### src/rtl/food_placer.sv
// Food placement for the snake game: filters random candidates against the body, falls back to a linear scan, detects eating.
// Optional FOOD_SCORE_EN adds a saturating 8-bit score counter output.
module food_placer #(
  parameter int COORD_W   = 3,
  parameter int MAX_TRIES = 8
) (
  input  logic                          clk,
  input  logic                          reset,
  input  logic [COORD_W-1:0]            cand_x,
  input  logic [COORD_W-1:0]            cand_y,
  input  logic [COORD_W-1:0]            head_x,
  input  logic [COORD_W-1:0]            head_y,
  input  logic                          step,
  input  logic [(1<<(2*COORD_W))-1:0]   occupancy,
  output logic [COORD_W-1:0]            food_x,
  output logic [COORD_W-1:0]            food_y,
  output logic                          food_valid,
  output logic                          eaten,
  output logic                          place_fail
`ifdef FOOD_SCORE_EN
  ,
  output logic [7:0]                    score
`endif
);
  localparam int IDX_W = 2*COORD_W;

  typedef enum logic [1:0] {SEEK, SCAN, HOLD, FULL} state_t;

  state_t             state, state_n;
  logic [7:0]         tries, tries_n, tries_inc;
  logic [IDX_W-1:0]   idx, idx_n;
  logic [COORD_W-1:0] food_x_n, food_y_n;
  logic               food_valid_n, eaten_n, place_fail_n;
  logic [IDX_W-1:0]   cand_idx;
  logic               cand_free, scan_free, hit;

  assign cand_idx  = {cand_y, cand_x};
  assign cand_free = ~occupancy[cand_idx];
  assign scan_free = ~occupancy[idx];
  assign hit       = step && (head_x == food_x) && (head_y == food_y);
  assign tries_inc = tries + 8'd1;

  always_ff @(posedge clk or posedge reset) begin
    if (reset) begin
      state      <= SEEK;
      tries      <= '0;
      idx        <= '0;
      food_x     <= '0;
      food_y     <= '0;
      food_valid <= 1'b0;
      eaten      <= 1'b0;
      place_fail <= 1'b0;
    end else begin
      state      <= state_n;
      tries      <= tries_n;
      idx        <= idx_n;
      food_x     <= food_x_n;
      food_y     <= food_y_n;
      food_valid <= food_valid_n;
      eaten      <= eaten_n;
      place_fail <= place_fail_n;
    end
  end

  always_comb begin
    state_n      = state;
    tries_n      = tries;
    idx_n        = idx;
    food_x_n     = food_x;
    food_y_n     = food_y;
    food_valid_n = food_valid;
    eaten_n      = 1'b0;
    place_fail_n = place_fail;
    case (state)
      SEEK: begin
        if (cand_free) begin
          food_x_n     = cand_x;
          food_y_n     = cand_y;
          food_valid_n = 1'b1;
          state_n      = HOLD;
        end else begin
          tries_n = tries_inc;
          if (tries_inc == 8'(MAX_TRIES)) begin
            idx_n   = '0;
            state_n = SCAN;
          end
        end
      end
      SCAN: begin
        if (scan_free) begin
          food_x_n     = idx[COORD_W-1:0];
          food_y_n     = idx[IDX_W-1:COORD_W];
          food_valid_n = 1'b1;
          state_n      = HOLD;
        end else if (idx == '1) begin
          place_fail_n = 1'b1;
          state_n      = FULL;
        end else begin
          idx_n = idx + 1'b1;
        end
      end
      HOLD: begin
        // Eat pulse and valid clear land on the same edge; search restarts next cycle.
        if (hit) begin
          eaten_n      = 1'b1;
          food_valid_n = 1'b0;
          tries_n      = '0;
          state_n      = SEEK;
        end
      end
      default: ;
    endcase
  end

`ifdef FOOD_SCORE_EN
  always_ff @(posedge clk or posedge reset) begin
    if (reset)                          score <= '0;
    else if (eaten_n && score != 8'hFF) score <= score + 8'd1;
  end
`endif

endmodule

### config.mk
export PLATFORM = sky130hd
export DESIGN_NAME = food_placer
export DESIGN_NICKNAME = d
export VERILOG_FILES = /design/src/rtl/food_placer.sv
export SDC_FILE = /design/constraint.sdc
export NUM_CORES = 1
export LEC_CHECK = 0
export ABC_CLOCK_PERIOD_IN_PS = 3500
export CAP_MARGIN = 25
export CORE_MARGIN = 2
export CORE_UTILIZATION = 53
export DETAILED_ROUTE_END_ITERATION = 10
export PLACE_DENSITY_LB_ADDON = 0.12
export SLEW_MARGIN = 20
export SYNTH_ARGS = -nofsm -noshare
export SYNTH_HDL_FRONTEND = slang
export SYNTH_SLANG_ARGS = --single-unit
export TNS_END_PERCENT = 50
### constraint.sdc
create_clock -name clk -period 3.5 [get_ports clk]
set_input_delay 1.05 -clock clk [delete_from_list [all_inputs] [get_ports clk]]
set_output_delay 1.05 -clock clk [all_outputs]
set_load 0.01 [all_outputs]
## Word-level counts from Yosys, hierarchy flattened

Cells that the tools add are included.

| word-level totals | value |
|---|---|
| register bits after elaboration | 25 |
| input bits | 79 |
| output and inout port bits | 9 |

| cells by class | value |
|---|---|
| order comparisons | 2 |
| reductions and logical operators | 12 |
| $add $sub $neg | 2 |
| equality and inequality tests | 15 |
| multiplexer cells | 30 |

Operators by type and width:

| kind | number |
|---|---|
| $mux 6 | 4 |
| $mux 8 | 2 |
| $pmux 8 s2 | 1 |
| $lt 6x7->1 const B | 2 |
| $ne 2x2->1 const B | 7 |
| $bmux 1 s6 | 2 |
| $mux 3 | 4 |
| $pmux 3 s2 | 2 |
| $pmux 6 s2 | 1 |
| $mux 2 | 5 |
| $reduce_and 3->1 | 3 |
| $add 8x1->8 const B | 1 |
| $eq 8x4->1 const B | 1 |
| $reduce_and 4->1 | 2 |
| $mux 1 | 7 |
| $add 6x1->6 const B | 1 |
| $eq 3x3->1 | 2 |
| $eq 6x6->1 const B | 1 |
| $ne 3x3->1 const B | 2 |
| $pmux 2 s3 | 1 |
| $reduce_and 5->1 | 1 |
| $reduce_bool 2->1 | 2 |
| $pmux 1 s3 | 1 |
| $reduce_bool 3->1 | 1 |
| 4 further kinds | 5 |

## Logic depth before layout (Yosys ltp)

Gate-level depths: netlist of run 1.

| logic depth | value |
|---|---|
| depth after elaboration | 5 |
| mapped depth | 10 |
| gate-level depth less buffers | 8 |

## Least setup slack after synthesis of run 1

No wires, ideal clock.

| path | value |
|---|---|
| kind | input -> register |
| start point | input port cand_x[0] |
| end point | register food_x[0] |
| setup time | 125 ps |
| stages on the path | 9 |
| setup slack | 405 ps |
| required time | 3,375 ps |
| arrival | 2,970 ps |
| path through | buf_6 buf_12 mux4_2 nand3_1 a311oi_2 nor2_2 o211ai_1 a21oi_4 mux2_2 |

| between the ends | value |
|---|---|
| word-level cells in the longest chain between the ends | 4 |
| elaborated cells on any way between the ends | 6 |

RTL lines:

| element | line | source |
|---|---|---|
| start, declared | 9 | `input logic [COORD_W-1:0] cand_x,` |
| $bmux 1 s6 | 38 | `assign cand_free = ~occupancy[cand_idx];` |
| $mux 1 (implied by the code) | 38 |  |
| $ne 2x2->1 (no line) | -- |  |
| $reduce_and 3->1 (no line) | -- |  |
| end signal, assigned | 57 | `food_x <= food_x_n;` |
| end, declared | 15 | `output logic [COORD_W-1:0] food_x,` |

Parallel ways exist; a longest one is shown, timed or not. The select of a mux whose other input is x is not followed.
A chain may end at the register's enable or synchronous reset.

## Final worst setup path of run 1

| path | value |
|---|---|
| start point | input port cand_x[2] |
| end point | register food_y[0] |

| between the ends | value |
|---|---|
| word-level cells in the longest chain between the ends | 4 |

RTL lines:

| element | line | source |
|---|---|---|
| $bmux 1 s6 | 38 |  |
| $mux 1 (implied by the code) | 38 |  |
| $ne 2x2->1 (no line) | -- |  |
| $reduce_and 3->1 (no line) | -- |  |
| end signal, assigned | 58 | `food_y <= food_y_n;` |
| end, declared | 16 | `output logic [COORD_W-1:0] food_y,` |

Every way passes these cells. The select of a mux whose other input is x is not followed.

==> out/metrics.yaml, run 1 <==
setup_path:
  start_kind: "input pin"
  reg2reg_depth: 7
  r2r-end: "state[1]$_DFFE_PP0P_"
  rrSetupSlack_ps: 480
  required_ps: 3660
  worstPathArrival_ps: 3500
  crit_fanout: 6
  reg2reg_from: "idx[0]$_DFFE_PP0P_"
  critPathCaptureType: "flip-flop"
  critical_path_class: "input pin to flip-flop"
global_route:
  antenna_found_initial: 0
  grt_max_degree: 26
  grt_pass1_vias: 2759
  grt_pass1_wl_um: 13700
  grt_overflow: 0
  grt_use_total_pct: 27.8
min_path:
  min_to: "place_fail$_DFFE_PP0P_"
  hold_class: "flip-flop to flip-flop"
  hold_start: "place_fail$_DFFE_PP0P_"
  worstHoldPathCells: 1
floorplan:
  core_area_sq_mm: 0.00547
  start_util_pct: 54.7
  die_y_um: 79.2
  ios: 88
  rows: 27
  die_area_sq_mm: 0.00627
  die_width_um: 79.2
cts:
  cts_sinks: 25
  cts_setup_buffers: 0
  ctsRootBufferMaster: "clkbuf_8"
  htree_levels: 1
  max-clock-path-buffers: 2
  path_clk_slew_ps: 90
  clock_latency_ps: 270
  cts_tree: "yes"
  cts_inserted_buffers: 3
placement:
  place.gp.congestion: 0.855
  dp_hpwl_um: 6480
  io_buffers: 87
  dp_cells: 453
sta:
  finalHoldViolations: 0
  rsz0062_at_grt: "false"
  worst_pin_slew_ps: 861
  finalCriticalPeriod_ps: 3340
  min_period_over_period_pct: 95.5
  skew_ps: 2.32
  timing.final.max_slew_violations: 0
  clock.fmax_mhz: 299
  slew_headroom_pct: 42.6
  finalSetupViolCount: 0
drt:
  avgRoutedWirePerCell_um: 18.1
  vias_per_cell: 6.20
  ant_nets: 0
  drc: 0
  firstDrtPassIters: 5
  vias: 2838
  wirelength_um: 8300
  drt-initial-drc-count: 206
synth:
  netlist_area_sq_mm: 0.00300
  syn_nets: 378
  synth_warnings: 0
  synthArstFlopShare_pct: 100
  yosysSeqAreaShare_pct: 20.9
  synth_flop_cell: "dfrtp_1"
  syn_inst: 292
  syn_avg_cell_area_sq_um: 10.3
  synth_edf_count: 0
  yosys.cell_types.count: 69
  synth_seq_cells: 25
layout:
  multi_input_area_sq_mm: 0.00221
  antenna_cells: 0
  drive_gt1_share_pct: 19.9
  final_common_cell: "clkdlybuf4s50_1"
  areaGrowthSynthToFinish_pct: 36.6
  utilization_pct: 74.8
  final_nets: 473
  fillers: 429
  ff_latch_area_sq_um: 626
  fin_cells: 458
  final_cell_mix: "clkdlybuf4s50_1 (86), dfrtp_1 (25), mux4_2 (22)"
power_and_ir_drop:
  intPower_uw: 1320
  power_leakage_uw: 0.00161
  irDropWorstVdd_mv: 0.398
  switchingPower_uw: 1070
  power_frac_seq_pct: 25.5
  finalPower_uw: 2390
  p_per_area_mw_per_mm2: 584
  p_sw_share_pct: 44.6
  clkPwrFrac_pct: 7.3
  comb_power_share_pct: 67.3
outcome:
  status: "completed"
flow_run:
  drv_cap: 0
power by group through the flow:
stage | Combinational (uW) | Clock (uW) | Sequential (uW)
after floorplan | 1170 | 0 | 533
after global placement | 1560 | 0 | 609
after detailed placement | 1590 | 0 | 613
after CTS | 1590 | 177 | 608
after global routing | 1750 | 192 | 638
final | 1610 | 174 | 609
sequential cells by signal, summed over array words and instances (netlist names):
name and flops:
place_fail 1, tries 8, food_x 3, state 2, eaten 1, idx 6
food_valid 1, food_y 3
worst max-delay path, stage by stage:
cell and delay (ps):
clkdlybuf4s50_1 620, buf_4 190, mux4_2 300, a22oi_2 210, a311oi_2 140, nor2_2 170
o211ai_1 150, a21oi_4 290, mux2_2 370
worst max path at each step:
stage	from	to	slack [ps]	cells past startpoint
4_1_cts	cand_x[0]	food_y[0]$_DFFE_PP0P_	30	9
2_1_floorplan	cand_x[0]	food_x[0]$_DFFE_PP0P_	410	9
3_5_place_dp	cand_x[0]	food_y[0]$_DFFE_PP0P_	-250	9
3_3_place_gp	cand_x[0]	food_x[2]$_DFFE_PP0P_	-200	9
5_1_grt	cand_x[2]	food_valid$_DFFE_PP0P_	20	10
6_report	cand_x[2]	food_y[0]$_DFFE_PP0P_	160	9
cells in the mapped netlist, drive strengths merged, types with 3 or more instances:
| master | n | area (sq um) |
|---|---|---|
| o2bb2ai | 3 | 26.3 |
| or3 | 4 | 25.0 |
| and3 | 4 | 25.0 |
| dfrtp | 25 | 626 |
| xor2 | 3 | 26.3 |
| mux4 | 27 | 627 |
| a21oi | 8 | 62.6 |
| o22ai | 3 | 18.8 |
| nor3 | 3 | 15.0 |
| mux2i | 20 | 200 |
| nor2 | 16 | 62.6 |
| xnor2 | 3 | 26.3 |
| nor4 | 4 | 25.0 |
| nor2b | 4 | 25.0 |
| nand3 | 15 | 75.1 |
| or2 | 4 | 25.0 |
| and2 | 4 | 25.0 |
| ha | 7 | 87.6 |
| buf | 11 | 101 |
| nand2b | 4 | 25.0 |
| nand3b | 3 | 22.5 |
| clkbuf | 7 | 26.3 |
| nand2 | 19 | 71.3 |
| o211ai | 9 | 67.6 |
| inv | 13 | 48.8 |
| mux2 | 13 | 146 |
| o21ai | 22 | 133 |
metal layers:
layer	up-vias	track usage [%]	wire length (um)
li1	1342	-	-
met1	1362	38.6	3540
met2	120	47.0	4190
met3	14	3.18	451
met4	0	5.69	124
met5	-	0	0
metrics by stage:
step | cell area (sq um) | worst slack, ps | TNS [ps] | hold WS [ps]
2_1_floorplan | 3000 | 405 | 0 | 512
3_3_place_gp | 4000 | -200 | -2850 | 468
3_5_place_dp | 4000 | -245 | -3430 | 488
4_1_cts | 4050 | 32.1 | 0 | 521
5_1_grt | 4090 | 20.6 | 0 | 546
6_report | 4090 | 156 | 0 | 506
kinds of logic (layout without fill, tap and decap cells):
logic type	Yosys count	count (layout)	synth area share, %
DFF	25	25	20.9
muxes	60	60	32.5
adders and majority gates	7	7	2.92
and+or+nand+nor	90	90	15.7
buffers and inverters	32	126	6.01
xor gates and xnor gates	6	6	1.75
AOI/OAI and AO/OA	72	72	20.3
what timing repair did:
| action | CTS | global route |
|---|---|---|
| setup endpoints to repair | 0 | 11 |
| hold buffers | 0 | 0 |
| hold endpoints to repair | 0 | 0 |
| gates resized for setup | 0 | 3 |
area by class of cell:
class,count,area share [%]
tap,72,2.20
inverter,14,1.28
clock buffer,4,1.10
timing repair buffer,108,26.2
sequential,25,15.3
multi-input combinational,235,53.9
(Power assumes the default switching activity.)
==> run 2, diff against run 1 <==
CORE_ASPECT_RATIO = 1.1   (was unset)
==> out/metrics.yaml, run 2 (synthesis gave the netlist of run 1 again) <==
cts:
  clock_latency_ps: 270  # about the same
  ctsRootBufferMaster: "clkbuf_8"
  cts_tree: "yes"
  htree_levels: 1  # unchanged
  cts_sinks: 25  # unchanged
  path_clk_slew_ps: 80  # about the same
  cts_hold_buf: 0  # unchanged
  cts_inserted_buffers: 3  # unchanged
  max-clock-path-buffers: 2  # unchanged
drt:
  met3_length_um: 424  # -6.0%
  avgRoutedWirePerCell_um: 17.8  # -2.1%
  firstDrtPassIters: 5  # unchanged
  wirelength_um: 8190  # -1.4%
  wl_met2_um: 4330  # +3.3%
  vias_per_cell: 6.30  # +1.6%
  wl_met1_um: 3290  # -7.0%
  drt-initial-drc-count: 192  # -6.8%
  ant_nets: 0  # unchanged
  drc: 0  # unchanged
  vias: 2903  # +2.3%
  dr.max_layer_used: "met4"
placement:
  dp_hpwl_um: 6410  # -0.97%
  dp_slack_ps: -229  # +16.4 ps
  io_buffers: 87  # unchanged
  place.gp.congestion: 0.928  # +8.6%
layout:
  final_cell_mix: "clkdlybuf4s50_1 (85), dfrtp_1 (25), mux4_2 (22)"
  ff_latch_area_sq_um: 626  # unchanged
  antenna_cells: 0  # unchanged
  multi_input_area_sq_mm: 0.00219  # -0.74%
  utilization_pct: 75.2  # +0.40 points
  drive_gt1_share_pct: 19.7  # -0.26 points
  areaGrowthSynthToFinish_pct: 36.3
  final_nets: 473  # unchanged
  largest_registers: "tries x8, idx x6"
  final_common_cell: "clkdlybuf4s50_1"
  fillers: 400  # -6.8%
  largest_reg_flops: 8  # unchanged
  regMostFlops: "tries"
setup_path:
  start_kind: "input pin"
  worstPathArrival_ps: 3340  # -160 ps
  cpPeakStageDelay_ps: 440  # -180 ps
  critPathLaunch: "cand_x[1]"
  critical_path_class: "input pin to flip-flop"
  critPathCaptureType: "flip-flop"
  crit_fanout: 16  # +10
  cp_cell_sequence: "clkdlybuf4s50_1 > buf_12 > nor2b_1 > a22oi_1 > a311o_1 > nand4_1 > buf_4 > o21ai_4 > buf_4 > a21oi_1 > or3_1"
  critical-path-slowest-cell: "clkdlybuf4s50_1"
  crit_buf_inv: 4  # +2
  reg2reg_from: "idx[0]$_DFFE_PP0P_"
  crit_family: "buffers and inverters"
  path_common_cell: "buf_4"
  required_ps: 3650  # about the same
flow_run:
  drv_cap: 0  # unchanged
sta:
  tns_ps: 0  # unchanged
  finalSetupViolCount: 0  # unchanged
  finalHoldViolations: 0  # unchanged
  finalCriticalPeriod_ps: 3200  # -147 ps
  slew_headroom_pct: 45.6  # +3.0 points
  whs_ps: 495  # -11.0 ps
  skew_ps: 8.93  # +6.61 ps
  worst_pin_slew_ps: 815  # -45.2 ps
  fin_ws_ps: 303  # +147 ps
  min_period_over_period_pct: 91.3  # -4.2 points
  clock.fmax_mhz: 313  # +4.6%
  timing.final.max_slew_violations: 0  # unchanged
  rsz0062_at_grt: "false"
power_and_ir_drop:
  p_per_area_mw_per_mm2: 584  # about the same
  power_leakage_uw: 0.00162  # +0.62%
  irDropWorstVdd_mv: 0.251  # -37%
  finalPower_uw: 2380  # -0.34%
floorplan:
  rows: 28  # +3.7%
  die_y_um: 82.8  # +4.6%
  core_area_sq_mm: 0.00543  # -0.78%
  die_area_sq_mm: 0.00627  # about the same
  die_width_um: 75.7  # -4.4%
  ios: 88  # unchanged
  start_util_pct: 55.2  # +0.43 points
global_route:
  grt_pass1_vias: 3000  # +8.7%
  grt_use_total_pct: 26.9  # -0.84 points
  grt_overflow: 0  # unchanged
  antenna_found_initial: 0  # unchanged
  grt_max_degree: 26  # unchanged
  grt_pass1_wl_um: 13500  # -1.8%
min_path:
  hold_class: "flip-flop to flip-flop"
  hold_start: "place_fail$_DFFE_PP0P_"
outcome:
  status: "completed"
-- run 2: cell count changes in the layout (fill, tap and decap cells not counted) --
cell and delta:
dlymetal6s2s_1 +1, mux2i_2 -1, a2111oi_2 +1, mux2i_1 +1
clkdlybuf4s50_1 -1, a2111oi_4 -1
-- run 2: routing by layer --
| layer | vias up | track usage, % |
|---|---|---|
| met5 | - | 0 |
| li1 | 1338 | - |
| met3 | 16 | 2.67 |
| met4 | 0 | 9.41 |
| met1 | 1429 | 33.8 |
| met2 | 120 | 46.8 |
-- run 2: power breakdown --
part           leakage (uW)  switching [uW]  internal, uW
clock             0.0000228            89.3          81.4
sequential         0.000304             197           408
combinational       0.00130             779           828
-- run 2: cell type report --
class	count	area share, %
Clock buffer	4	1.10
Sequential cell	25	15.3
Inverter	14	1.29
Timing Repair Buffer	108	26.4
Tap cell	75	2.30
Multi-Input combinational cell	235	53.6
-- run 2: path summary, 6_finish.rpt --
check	end	slack, ps	cells past startpoint
worst min-delay path	place_fail$_DFFE_PP0P_	500	1
max in group asynchronous	state[0]$_DFFE_PP0P_	2120	3
min in group asynchronous	tries[4]$_DFFE_PP0P_	1130	3
worst min register to register	place_fail$_DFFE_PP0P_	500	1
worst max register to register	food_y[2]$_DFFE_PP0P_	480	8
worst max-delay path	idx[3]$_DFFE_PP0P_	300	11
-- run 2: stage by stage --
stage / instance area, sq um / std cells
6_report: 4080 / 461
5_1_grt: 4080 / 461
4_1_cts: 4050 / 459
3_5_place_dp: 4000 / 455
3_3_place_gp: 4000 / 455
2_1_floorplan: 3000 / 292
-- run 2: what timing repair did --
item	4_1_cts	5_1_grt
setup buffers	0	1
gates resized for setup	0	2
endpoints found under the setup margin	0	10
-- run 2: worst register-to-register path: cells and delay by family, from the launching register on --
family          cells  cell delay (ps)
flops               1              880
buf+inv             1              280
mux                 3             1040
compound gates      4              730
==> run 3, diff against run 2 <==
ABC_AREA = 1   (was unset)
CORE_UTILIZATION = 52   (was 53)
==> out/metrics.yaml, run 3 <==
outcome:
  status: "completed"
synth:
  synth_seq_cells: 25  # unchanged
  synthAdderAreaFrac_pct: 2.97  # +0.048 points
  synth_edf_count: 0  # unchanged
  syn_avg_cell_area_sq_um: 5.89  # -43%
  synth_warnings: 0  # unchanged
  syn_inst: 500  # +71%
  muxShareOfSynthArea_pct: 0  # -32 points
  synth_commonest_cells: "nand2_1 (220), nand3_1 (98), dfrtp_1 (25)"
  synth_xor_area_share_pct: 2.97  # +1.2 points
  yosys.cell_count.top_type: "nand2_1"
  synth_top_family_by_area: "simple AND/OR/NAND/NOR gates"
  yosys.cell_types.count: 28  # -59%
  syn_nets: 586  # +55%
  synth_flop_cell: "dfrtp_1"
  synthArstFlopShare_pct: 100  # unchanged
  synth_compound_area_share_pct: 9.09  # -11 points
  yosysTopAreaCellShare_pct: 28.0  # +7.1 points
  synth_top_cell_by_area: "nand2_1"
  synth_simple_gate_area_share_pct: 53.0  # +37 points
  synthTopCellsByArea: "nand2_1 (28%), dfrtp_1 (21%), nand3_1 (17%)"
  netlist_area_sq_mm: 0.00295  # -1.6%
  yosysSeqAreaShare_pct: 21.2  # +0.35 points
drt:
  avgRoutedWirePerCell_um: 13.5  # -24%
  ant_nets: 0  # unchanged
  drt-initial-drc-count: 250  # +30%
  vias: 3555  # +22%
  vias_per_cell: 5.48  # -13%
  drc: 0  # unchanged
  firstDrtPassIters: 4  # -1
  wirelength_um: 8750  # +6.8%
layout:
  regMostFlops: "tries"
  antenna_cells: 0  # unchanged
  areaGrowthSynthToFinish_pct: 29.6
  final_nets: 661  # +40%
  final_cell_mix: "nand2_1 (220), nand3_1 (98), clkdlybuf4s50_1 (87)"
  final_common_cell: "nand2_1"
  largest_registers: "tries x8, idx x6"
  largest_reg_flops: 8  # unchanged
  drive_gt1_share_pct: 8.19  # -12 points
  fin_area_sq_mm: 0.00382  # -6.5%
cts:
  path_clk_slew_ps: 80  # about the same
  cts_tree: "yes"
  cts_hold_buf: 0  # unchanged
  cts_resized: 0  # unchanged
  clock_latency_ps: 260  # about the same
  cts_sinks: 25  # unchanged
  cts_inserted_buffers: 3  # unchanged
  ctsRootBufferMaster: "clkbuf_8"
  htree_levels: 1  # unchanged
  max-clock-path-buffers: 2  # unchanged
  cts_setup_buffers: 0  # unchanged
sta:
  worst_pin_slew_ps: 662  # -153 ps
  timing.final.max_slew_violations: 0  # unchanged
  whs_ps: 521  # +25.5 ps
  finalHoldViolations: 0  # unchanged
  rsz0062_at_grt: "false"
  skew_ps: 4.59  # -4.34 ps
  finalCriticalPeriod_ps: 2970  # -228 ps
  min_period_over_period_pct: 84.8  # -6.5 points
  fin_ws_ps: 531  # +228 ps
  tns_ps: 0  # unchanged
  finalSetupViolCount: 0  # unchanged
  clock.fmax_mhz: 337  # +7.7%
  slew_headroom_pct: 55.8  # +10 points
power_and_ir_drop:
  power_leakage_uw: 0.00178  # +9.8%
  irDropWorstVdd_mv: 0.260  # +3.3%
  finalPower_uw: 1940  # -19%
  p_per_area_mw_per_mm2: 508  # -13%
global_route:
  antenna_found_initial: 0  # unchanged
  grt_use_total_pct: 28.5  # +1.6 points
  grt_overflow: 0  # unchanged
  grt_pass1_wl_um: 14500  # +7.9%
  grt_pass1_vias: 3342  # +11%
  grt_max_degree: 36  # +38%
floorplan:
  core_area_sq_mm: 0.00543  # unchanged
  die_width_um: 75.8  # +0.12%
  ios: 88  # unchanged
  start_util_pct: 54.3  # -0.90 points
  die_area_sq_mm: 0.00629  # +0.25%
  rows: 28  # unchanged
  die_y_um: 83.0  # +0.13%
min_path:
  hold_class: "flip-flop to flip-flop"
setup_path:
  crit_fanout: 13  # -3
  start_kind: "input pin"
  cp_cell_sequence: "clkdlybuf4s50_1 > buf_4 > nand3_1 > nand3_1 > nand2_1 > nand2_1 > nand3_1 > nand3_2 > nand2_2 > nand2_1 > nand3_2 > nand2_1 > o21ai_2"
  critical_path_class: "input pin to flip-flop"
  required_ps: 3650  # about the same
  cpPeakStageDelay_ps: 600  # +160 ps
  path_common_cell: "nand2_1"
  critPathCaptureType: "flip-flop"
  worstPathArrival_ps: 3120  # -220 ps
  critical-path-slowest-cell: "clkdlybuf4s50_1"
placement:
  place.gp.congestion: 0.949  # +2.3%
  dpl_cell_area_sq_mm: 0.00376  # -5.9%
  io_buffers: 87  # unchanged
  dp_slack_ps: 270  # +499 ps
  dp_hpwl_um: 6680  # +4.2%
flow_run:
  drv_cap: 0  # unchanged
## run 3: final cells by class
type / count / area, sq um
Multi-Input combinational cell: 420 / 2010
Fill cell: 482 / 1610
Timing Repair Buffer: 94 / 927
Sequential cell: 25 / 626
Inverter: 31 / 121
Tap cell: 75 / 93.8
Clock buffer: 4 / 45.0
## run 3: power breakdown
group	total [uW]	switching (uW)	internal, uW	leakage [uW]
clock network	166	84.9	81.3	0.0000228
logic	1240	739	503	0.00144
registers	530	139	392	0.000324
total	1940	962	976	0.00178
## run 3: layer usage
| metal | vias up | global-route usage [%] | wire length, um |
|---|---|---|---|
| met2 | 200 | 49.5 | 4310 |
| li1 | 1767 | - | - |
| met1 | 1572 | 36.2 | 3500 |
| met4 | 0 | 8.61 | 157 |
| met3 | 16 | 2.67 | 782 |
| met5 | - | 0 | 0 |
## run 3: metrics by stage
step / util, % / instances
2_1_floorplan: - / 500
3_3_place_gp: 69.3 / 644
3_5_place_dp: 69.3 / 644
4_1_cts: 70.1 / 648
5_1_grt: 70.3 / 649
6_report: 70.3 / 649
## run 3: worst max-delay path: cells and delay by family
kind | cells | cell delay, ps
buffers and inverters | 2 | 850
and+or+nand+nor | 10 | 1140
AOI/OAI and AO/OA | 1 | 60
## run 3: worst paths after layout
path,slack [ps],depth (start not counted),end,start
min reg2reg,520,2,place_fail$_DFFE_PP0P_,place_fail$_DFFE_PP0P_
min,520,2,place_fail$_DFFE_PP0P_,place_fail$_DFFE_PP0P_
max,530,13,food_x[1]$_DFFE_PP0P_,cand_x[1]
max in group asynchronous,1990,3,tries[3]$_DFFE_PP0P_,reset
min in group asynchronous,1050,2,idx[1]$_DFFE_PP0P_,reset
max reg2reg,1060,11,food_x[1]$_DFFE_PP0P_,idx[0]$_DFFE_PP0P_
## run 3: cells by family (layout without fill, tap and decap cells)
family,after synthesis,in the layout
AND/OR/NAND/NOR,358,358
buffers and inverters,55,129
AO/OA/AOI/OAI,45,45
XOR/XNOR,10,10
flip-flops,25,25
adder cells (fa/ha/maj),7,7
==> patch: new RTL, settings of run 2 <==
Register the inputs `cand_x`, `cand_y`, `head_x`, `head_y`, `step` and `occupancy` before use, cleared by the reset. The logic sees them one clock later.
--- a/src/rtl/food_placer.sv
+++ b/src/rtl/food_placer.sv
@@ -26,6 +26,31 @@
 
   typedef enum logic [1:0] {SEEK, SCAN, HOLD, FULL} state_t;
 
+  logic [COORD_W-1:0] cand_x_q;
+  logic [COORD_W-1:0] cand_y_q;
+  logic [COORD_W-1:0] head_x_q;
+  logic [COORD_W-1:0] head_y_q;
+  logic step_q;
+  logic [(1<<(2*COORD_W))-1:0] occupancy_q;
+
+  always_ff @(posedge clk or posedge reset) begin
+    if (reset) begin
+      cand_x_q    <= '0;
+      cand_y_q    <= '0;
+      head_x_q    <= '0;
+      head_y_q    <= '0;
+      step_q      <= '0;
+      occupancy_q <= '0;
+    end else begin
+      cand_x_q    <= cand_x;
+      cand_y_q    <= cand_y;
+      head_x_q    <= head_x;
+      head_y_q    <= head_y;
+      step_q      <= step;
+      occupancy_q <= occupancy;
+    end
+  end
+
   state_t             state, state_n;
   logic [7:0]         tries, tries_n, tries_inc;
   logic [IDX_W-1:0]   idx, idx_n;
@@ -34,10 +59,10 @@
   logic [IDX_W-1:0]   cand_idx;
   logic               cand_free, scan_free, hit;
 
-  assign cand_idx  = {cand_y, cand_x};
-  assign cand_free = ~occupancy[cand_idx];
-  assign scan_free = ~occupancy[idx];
-  assign hit       = step && (head_x == food_x) && (head_y == food_y);
+  assign cand_idx  = {cand_y_q, cand_x_q};
+  assign cand_free = ~occupancy_q[cand_idx];
+  assign scan_free = ~occupancy_q[idx];
+  assign hit       = step_q && (head_x_q == food_x) && (head_y_q == food_y);
   assign tries_inc = tries + 8'd1;
 
   always_ff @(posedge clk or posedge reset) begin
@@ -74,8 +99,8 @@
     case (state)
       SEEK: begin
         if (cand_free) begin
-          food_x_n     = cand_x;
-          food_y_n     = cand_y;
+          food_x_n     = cand_x_q;
+          food_y_n     = cand_y_q;
           food_valid_n = 1'b1;
           state_n      = HOLD;
         end else begin
Behaviour: not the same (a bounded check fails within 4 cycles, from zero or initial values and one cycle with reset high).
==> patch against run 2 <==
  * Register-to-register slack worse by 0.07 ns
  * Combinational power down 31%
  * Setup slack better by 0.11 ns
  * Wire length up 12%
  * Final area up 42%
  * Sequential cell count up 77
  * Total power up 42%
  * Synthesized area up 55%
==> patch: results (changes against run 2) <==
metric,value,unit,change
drt_iter0_drc,120,,was 192
pre_cts_ws,0.396,ns,was -0.229 ns
clock_area_share,3.64,%,was 1.10%
cts_buffers,9,,was 3
num-multi-input-gates,218,,was 235
cp-endpoint,state[1]$_DFFE_PP0P_,,was idx[3]$_DFFE_PP0P_
place_congestion,0.905,,was 0.928
slowest_stage,dfrtp_1,,was clkdlybuf4s50_1
status,completed,,unchanged
grt_usage,20.4,%,was 26.9%
h-tree-depth,3,,was 1
final-instance-count-excl-fill,555,,was 461
ys_seq_area_share,54.8,%,was 20.9%
drive_gt1_share,11.3,%,was 19.7%
bufAreaShareNonClock,15.9,%,was 26.4%
synthTopCellsByArea,"dfrtp_1, mux2i_1, mux4_2",,"was dfrtp_1, mux4_2, mux2i_1"
place_inst,540,,was 455
fillers,594,,was 400
dr.pass1.iters,4,,was 5
wl_per_cell,16.5,um,was 17.8 um
hold_slack,0.502,ns,was 0.495 ns
nets,525,,was 473
p_leak,2.43,nW,was 1.62 nW
multi_input_area_share,33.0,%,was 53.6%
finalCritPeriodShare,88.2,%,was 91.3%
num-nonclk-buffers,92,,was 108
largest_registers,"occupancy_q x64, tries x8, idx x6",,"was tries x8, idx x6"
syn2layout_area_growth,24.8,%,was 36.3%
grt_pass1_wl,14900,um,was 13500 um
hpwl,6780,um,was 6410 um
final.setup_skew,0.00432,ns,was 0.00893 ns
peakVddDrop,0.302,mV,was 0.251 mV
worst_pin_slew,0.803,ns,was 0.815 ns
dpl_cell_area,5600,um2,was 4000 um2
## patch: changes by cell type in the layout (fill, tap and decap cells not counted), moves of 5 or more
cell      delta
dfrtp_1     +76
mux2i_1     +22
a22oi_1     +16
buf_4       -14
mux4_2      -13
nor2_1      -12
a21oi_1      +9
o211ai_1     -7
clkbuf_8     +6
nor3_1       +6
nand3_1      -5
## patch: routing by layer
metal  track usage [%]  share of wire (%)  wire (um)
met5                 0                  0          0
met4              4.75                1.4        132
met3              4.72                3.9        361
met2              34.5                 51       4680
met1              27.0                 43       3970
## patch: logic make-up (layout without fill, tap and decap cells)
| family | Yosys count | count (layout) | synth area share, % |
|---|---|---|---|
| adder cells (fa/ha/maj) | 6 | 6 | 1.61 |
| flip-flops | 102 | 102 | 54.8 |
| AND/OR/NAND/NOR | 74 | 74 | 8.60 |
| XOR/XNOR | 6 | 6 | 1.13 |
| multiplexers | 70 | 70 | 20.3 |
| buffers and inverters | 36 | 124 | 3.98 |
| AO/OA/AOI/OAI | 62 | 62 | 9.54 |
